`src/rtl/disp_pkg.sv`:
```
// Shared definitions for the multiplexed 7-segment display slice.
// Segment constants are active-low, ordered {g,f,e,d,c,b,a}.
package disp_pkg;

    typedef logic [3:0] bcd_t;

    localparam logic [6:0] SEG_0    = 7'h40;
    localparam logic [6:0] SEG_1    = 7'h79;
    localparam logic [6:0] SEG_2    = 7'h24;
    localparam logic [6:0] SEG_3    = 7'h30;
    localparam logic [6:0] SEG_4    = 7'h19;
    localparam logic [6:0] SEG_5    = 7'h12;
    localparam logic [6:0] SEG_6    = 7'h02;
    localparam logic [6:0] SEG_7    = 7'h78;
    localparam logic [6:0] SEG_8    = 7'h00;
    localparam logic [6:0] SEG_9    = 7'h10;
    localparam logic [6:0] SEG_DASH = 7'h3F;
    localparam logic [6:0] SEG_OFF  = 7'h7F;

endpackage

```
`src/rtl/bcd_to_7seg.sv`:
```
// Combinational BCD to active-low 7-segment decoder.
// Codes A..F show a dash so corrupted digits are visible on the panel.
module bcd_to_7seg
    import disp_pkg::*;
(
    input  bcd_t       digit,
    output logic [6:0] seg_n
);

    always_comb begin
        case (digit)
            4'd0:    seg_n = SEG_0;
            4'd1:    seg_n = SEG_1;
            4'd2:    seg_n = SEG_2;
            4'd3:    seg_n = SEG_3;
            4'd4:    seg_n = SEG_4;
            4'd5:    seg_n = SEG_5;
            4'd6:    seg_n = SEG_6;
            4'd7:    seg_n = SEG_7;
            4'd8:    seg_n = SEG_8;
            4'd9:    seg_n = SEG_9;
            // NOTE: the default arm covers every remaining code, so no latch can be inferred.
            default: seg_n = SEG_DASH;
        endcase
    end

endmodule

```
`src/rtl/disp_7seg_scan.sv`:
```
// Multiplexed N-digit 7-segment scanner with per-frame snapshot and anode guard.
// Define DISP_LEAD_ZERO_BLANK_EN to blank leading zero digits.
module disp_7seg_scan
    import disp_pkg::*;
#(
    parameter int N_DIGITS  = 4,
    parameter int GUARD_CYC = 50
) (
    input  logic                  mclk,
    input  logic                  reset,
    input  logic                  en,
    input  logic [4*N_DIGITS-1:0] bcd,
    input  logic [N_DIGITS-1:0]   dp,
    output logic [N_DIGITS-1:0]   an_n,
    output logic [6:0]            seg_n,
    output logic                  dp_n,
    output logic                  frame
);

    localparam int IW = $clog2(N_DIGITS);
    localparam int GW = (GUARD_CYC > 0) ? $clog2(GUARD_CYC + 1) : 1;
    localparam logic [IW-1:0] IDX_LAST   = IW'(N_DIGITS - 1);
    localparam logic [GW-1:0] GUARD_LOAD = GW'(GUARD_CYC);

    logic [IW-1:0]             idx, idx_nxt;
    bcd_t [N_DIGITS-1:0]       snap_bcd, snap_bcd_nxt;
    logic [N_DIGITS-1:0]       snap_dp, snap_dp_nxt;
    logic [GW-1:0]             guard_cnt, guard_nxt;
    logic                      started, started_nxt;
    logic                      wrap;
    logic                      blank;
    logic [6:0]                seg_dec;

    // Outputs are registered from next-state values so a new digit shows one cycle after en.
    always_comb begin
        wrap         = en && (idx == IDX_LAST);
        idx_nxt      = idx;
        snap_bcd_nxt = snap_bcd;
        snap_dp_nxt  = snap_dp;
        if (en)
            idx_nxt = wrap ? '0 : idx + 1'b1;
        if (wrap) begin
            snap_bcd_nxt = bcd;
            snap_dp_nxt  = dp;
        end
        if (en)
            guard_nxt = GUARD_LOAD;
        else if (guard_cnt != '0)
            guard_nxt = guard_cnt - 1'b1;
        else
            guard_nxt = guard_cnt;
        started_nxt = started | en;
    end

    bcd_to_7seg u_dec (
        .digit (snap_bcd_nxt[idx_nxt]),
        .seg_n (seg_dec)
    );

`ifdef DISP_LEAD_ZERO_BLANK_EN
    logic [N_DIGITS-1:0] lz;

    // A digit is blanked when it and every digit above it are zero; digit 0 never blanks.
    always_comb begin
        logic above_zero;
        above_zero = 1'b1;
        lz         = '0;
        for (int k = N_DIGITS - 1; k >= 1; k--) begin
            above_zero = above_zero && (snap_bcd_nxt[k] == 4'd0);
            lz[k]      = above_zero;
        end
    end

    assign blank = lz[idx_nxt];
`else
    assign blank = 1'b0;
`endif

    // NOTE: the snapshot is a handful of flops, not a RAM, so it is reset along with the rest.
    always_ff @(posedge mclk or negedge reset) begin
        if (!reset) begin
            idx       <= '0;
            snap_bcd  <= '0;
            snap_dp   <= '0;
            guard_cnt <= '0;
            started   <= 1'b0;
            frame     <= 1'b0;
            an_n      <= '1;
            seg_n     <= SEG_OFF;
            dp_n      <= 1'b1;
        end else begin
            // NOTE: non-blocking assignments keep every register sampling pre-edge values.
            idx       <= idx_nxt;
            snap_bcd  <= snap_bcd_nxt;
            snap_dp   <= snap_dp_nxt;
            guard_cnt <= guard_nxt;
            started   <= started_nxt;
            frame     <= wrap;
            seg_n     <= (started_nxt && !blank) ? seg_dec : SEG_OFF;
            dp_n      <= started_nxt ? ~snap_dp_nxt[idx_nxt] : 1'b1;
            an_n      <= (started_nxt && guard_nxt == '0)
                         ? ~(N_DIGITS'(1) << idx_nxt) : '1;
        end
    end

endmodule

```
`config.mk`:
```
export PLATFORM = sky130hd
export DESIGN_NAME = disp_7seg_scan
export DESIGN_NICKNAME = d
export VERILOG_FILES = /design/src/rtl/disp_pkg.sv /design/src/rtl/bcd_to_7seg.sv /design/src/rtl/disp_7seg_scan.sv
export SDC_FILE = /design/constraint.sdc
export NUM_CORES = 1
export LEC_CHECK = 0
export ABC_AREA = 1
export CAP_MARGIN = 5
export CORE_MARGIN = 2
export CORE_UTILIZATION = 40
export DETAILED_ROUTE_END_ITERATION = 8
export DONT_BUFFER_PORTS = 1
export GPL_ROUTABILITY_DRIVEN = 0
export HOLD_SLACK_MARGIN = 0.05
export SYNTH_ARGS = -nofsm -noshare
export SYNTH_HDL_FRONTEND = slang
export SYNTH_SLANG_ARGS = --single-unit
```
`constraint.sdc`:
```
create_clock -name mclk -period 4.89 [get_ports mclk]
set_input_delay 0.978 -clock mclk [delete_from_list [all_inputs] [get_ports mclk]]
set_output_delay 0.978 -clock mclk [all_outputs]
set_load 0.01 [all_outputs]
```
==> metrics.md <==
| Metric | Value |
|---|---|
| Placed cell area | between 0.002 and 0.0025 mm² |
| Finished layout cell area | 0.00239 mm² |
| Grt ovf | 0 |
| Register area share after synthesis | 0.471 |
| DRT Pass-1 Iters | 4 |
| Worst-path clk slew | around 80 ps |
| Worst Max-Slew Pin Slew | between 300 and 400 ps |
| Worst R2R Start | idx[0]$_DFF_PN0_ |
| Vias per inst | just under 5 |
| FF/Latch Area | 0.00107 mm² |
| Core Rows | 27 |
| Root Buffer | clkbuf_8 |
| Area leader, netlist | dfrtp_1 |
| Worst setup EP type | flop |
| Final cell count without fillers | 350 |
| Mapped Area | 0.00226 mm² |
| Detail Route Antenna Nets | 0 |
| Fmax | between 0.4 and 0.5 GHz |
| RR Endpoint | seg_n[3]$_DFF_PN1_ |
| # port buffers | 0 |
| Detailed Route Iter0 Violations | 108 |
| Setup violations, final | 0 |
| Post-route minimum period | around 2500 ps |
| Status | completed |
| CP cell instances | ha_1, nand2_4, inv_2, nand2_1, nand2_1, nand3_1, nand2_1, nor2_2, inv_1, ha_1, inv_1, nand3_1, nand3_1, nand3_1 |
| Die height | 79.2 µm |
| RSZ-0062 raised after global routing | false |
| Die width | around 79 µm |
| Slowest-stage cell, CP | dfrtp_1 |
| H-Tree Depth | 2 |
| Layout cells sized above 1 | 0.169 |
| Pwr Density | 649 mW/mm² |
| Final setup TNS | 0 ps |
| Register bit total from synthesis | 42 |
| Hold Crit Class | in -> async |
| Clock Latency Late Sink | 290 ps |
| CP bufs+invs | 3 |
| DP HPWL | 3430 µm |
| Max IR drop VDD | around 0.28 mV |
| Relative slew margins | 0.744 |
| Pre-CTS setup slack | 2330 ps |
| Setup ws final | roughly 2400 ps |
| Via count | 1681 |
| Die area | roughly 0.0063 mm² |
| Area of the multi-input gates | just over 0.001 mm² |
| Syn avg cell area | roughly 8 µm² |
| Post_cts resized | 0 |
| First-pass GRT wire length | approximately 8200 µm |
| CTS Hold Buffers Added | 0 |
| Worst Reg-to-Reg Cells | 14 |
| Kind of critical path | reg -> reg |
| Largest net degree at the start of global routing | 43 |
| Clock Skew | just under 8 ps |
| CTS Buffer Depth | 2 |
| CTS sink count | 42 |
| Final nets | roughly 310 |
| Worst EP required | 5100 ps |
| Drt drc | 0 |
| Hold WS | about 370 ps |
| Total of max-cap violations | 0 |
| Synth Instances | roughly 280 |
| P_leak | 0.00126 µW |
| TritonCTS Buffers | 5 |
| FILL cells | ~580 |
| Drt wl/cell | approximately 14 µm |
| Dominant cells by area after synthesis | dfrtp_1, nand2_1, dfstp_2 |
| Syn Nets | slightly above 300 |
| Period Utilization, post-route | 0.502 |
| IO Count | 36 |
| Post-synth cell types | 23 |
| Crit-path leading delay family | simple AND/OR/NAND/NOR gates |
| Final count of pins violating max slew | 0 |
| CP dominant cell by count | nand3_1 |
| Initial antenna violation count | 0 |
| CP max FO | 21 |
| Fin. Hold Viols | 0 |
| R2R Setup Slk | 2440 ps |
| Synth warn | 0 |
| Post-Route WL | approximately 4700 µm |
| Core ar. | ~0.0055 mm² |
| Placed cells | approximately 340 |
| Area added between synthesis and finish | 5.59% |
| Max stage delay on crit path | between 400 and 500 ps |
| CP Data Arrival Time | around 2700 ps |
| Ant. Diodes | 0 |
| Post-CTS setup buffer count | 0 |
| CP Launch Type | flop |
| Initial Util | 0.413 |
| Gr usage total | 0.168 |
| CTS tree | built |
| Vias in the first global route | 1769 |
| Top cell type's share of synthesized area | 0.332 |
-- flip-flops by register name, summed over array words and instances (netlist names) --
register	count
an_n	4
started	1
snap_bcd	16
seg_n	7
frame	1
dp_n	1
guard_cnt	6
idx	2
snap_dp	4
-- worst reg2reg max path, delay by kind of cell (launching register included) --
family                   cells  cell delay, ps
AND/OR/NAND/NOR              9            1010
adder cells (fa/ha/maj)      2             550
flip-flops                   1             450
buffers and inverters        3             350
-- report_power, final --
part | leakage [µW] | internal, µW | switching (µW) | total (µW)
sequential | 0.000492 | 497 | 57.5 | 555
combinational | 0.000714 | 241 | 485 | 725
clock | 0.0000579 | 150 | 120 | 270
-- per-layer routing --
metal  track usage  vias up  wire length, µm
met5             0        -                0
met4        0.0810        0              123
met3        0.0568       10              251
met2         0.268       33             2280
met1         0.205      785             2090
li1              -      853                -
-- worst max path at each step --
stage                startpoint                 end  slack [ps]  cells past startpoint
4_1_cts        idx[0]$_DFF_PN0_  seg_n[3]$_DFF_PN1_        2420                     14
2_1_floorplan                en  seg_n[0]$_DFF_PN1_        2520                     14
6_report       idx[0]$_DFF_PN0_  seg_n[3]$_DFF_PN1_        2440                     14
5_1_grt        idx[0]$_DFF_PN0_  seg_n[0]$_DFF_PN1_        2130                     14
3_3_place_gp                 en  seg_n[3]$_DFF_PN1_        2400                     13
3_5_place_dp                 en  seg_n[3]$_DFF_PN1_        2330                     13
-- placed cells by master (no fill, tap or decap) --
| master | synthesis | layout |
|---|---|---|
| nand2_2 | 11 | 11 |
| nor2_2 | 3 | 3 |
| o21ai_0 | 2 | 2 |
| o211ai_1 | 1 | 1 |
| clkinv_1 | 1 | 1 |
| a31oi_1 | 1 | 1 |
| dfstp_2 | 12 | 12 |
| inv_1 | 22 | 22 |
| clkbuf_8 | 0 | 5 |
| nand2_4 | 4 | 4 |
| nor2_4 | 5 | 5 |
| ha_1 | 9 | 9 |
| inv_4 | 1 | 1 |
| nand4_1 | 5 | 5 |
| clkinv_2 | 0 | 2 |
| nand3_1 | 29 | 29 |
| dfrtp_1 | 30 | 30 |
| a21oi_1 | 2 | 2 |
| nand2_1 | 115 | 115 |
| xor2_1 | 2 | 2 |
| inv_2 | 2 | 2 |
| o21ai_4 | 1 | 1 |
| bufinv_16 | 0 | 1 |
| nor2_1 | 12 | 12 |
-- metrics by stage --
step / power, µW / utilization
floorplan: 1160 / -
finish: 1550 / 0.436
global route: 1710 / 0.436
CTS: 1570 / 0.436
global placement: 1280 / 0.416
detailed placement: 1290 / 0.416
-- cells by family (layout without fill, tap and decap cells) --
family                   count (synthesis)  in the layout  share of synthesized area
AO/OA/AOI/OAI                            7              7                     0.0221
XOR/XNOR                                 2              2                    0.00775
adder cells (fa/ha/maj)                  9              9                     0.0498
buffers and inverters                   33             34                     0.0764
flip-flops                              42             42                      0.471
AND/OR/NAND/NOR                        184            184                      0.372
-- synthesized netlist by cell type (all sizes together) --
master,instances
a21oi,2
nand4,5
a31oi,1
inv,25
nor2,20
o21ai,3
buf,7
ha,9
nand2,130
nand3,29
clkinv,1
dfstp,12
o211ai,1
xor2,2
dfrtp,30
-- cell type report --
cell class | instances | share of cell area
Sequential cell | 42 | 0.447
Multi-Input combinational cell | 202 | 0.428
Inverter | 26 | 0.0419
Tap cell | 72 | 0.0377
Clock buffer | 5 | 0.0288
Clock inverter | 3 | 0.0168
No activity file was read; power rests on OpenSTA's default activity.
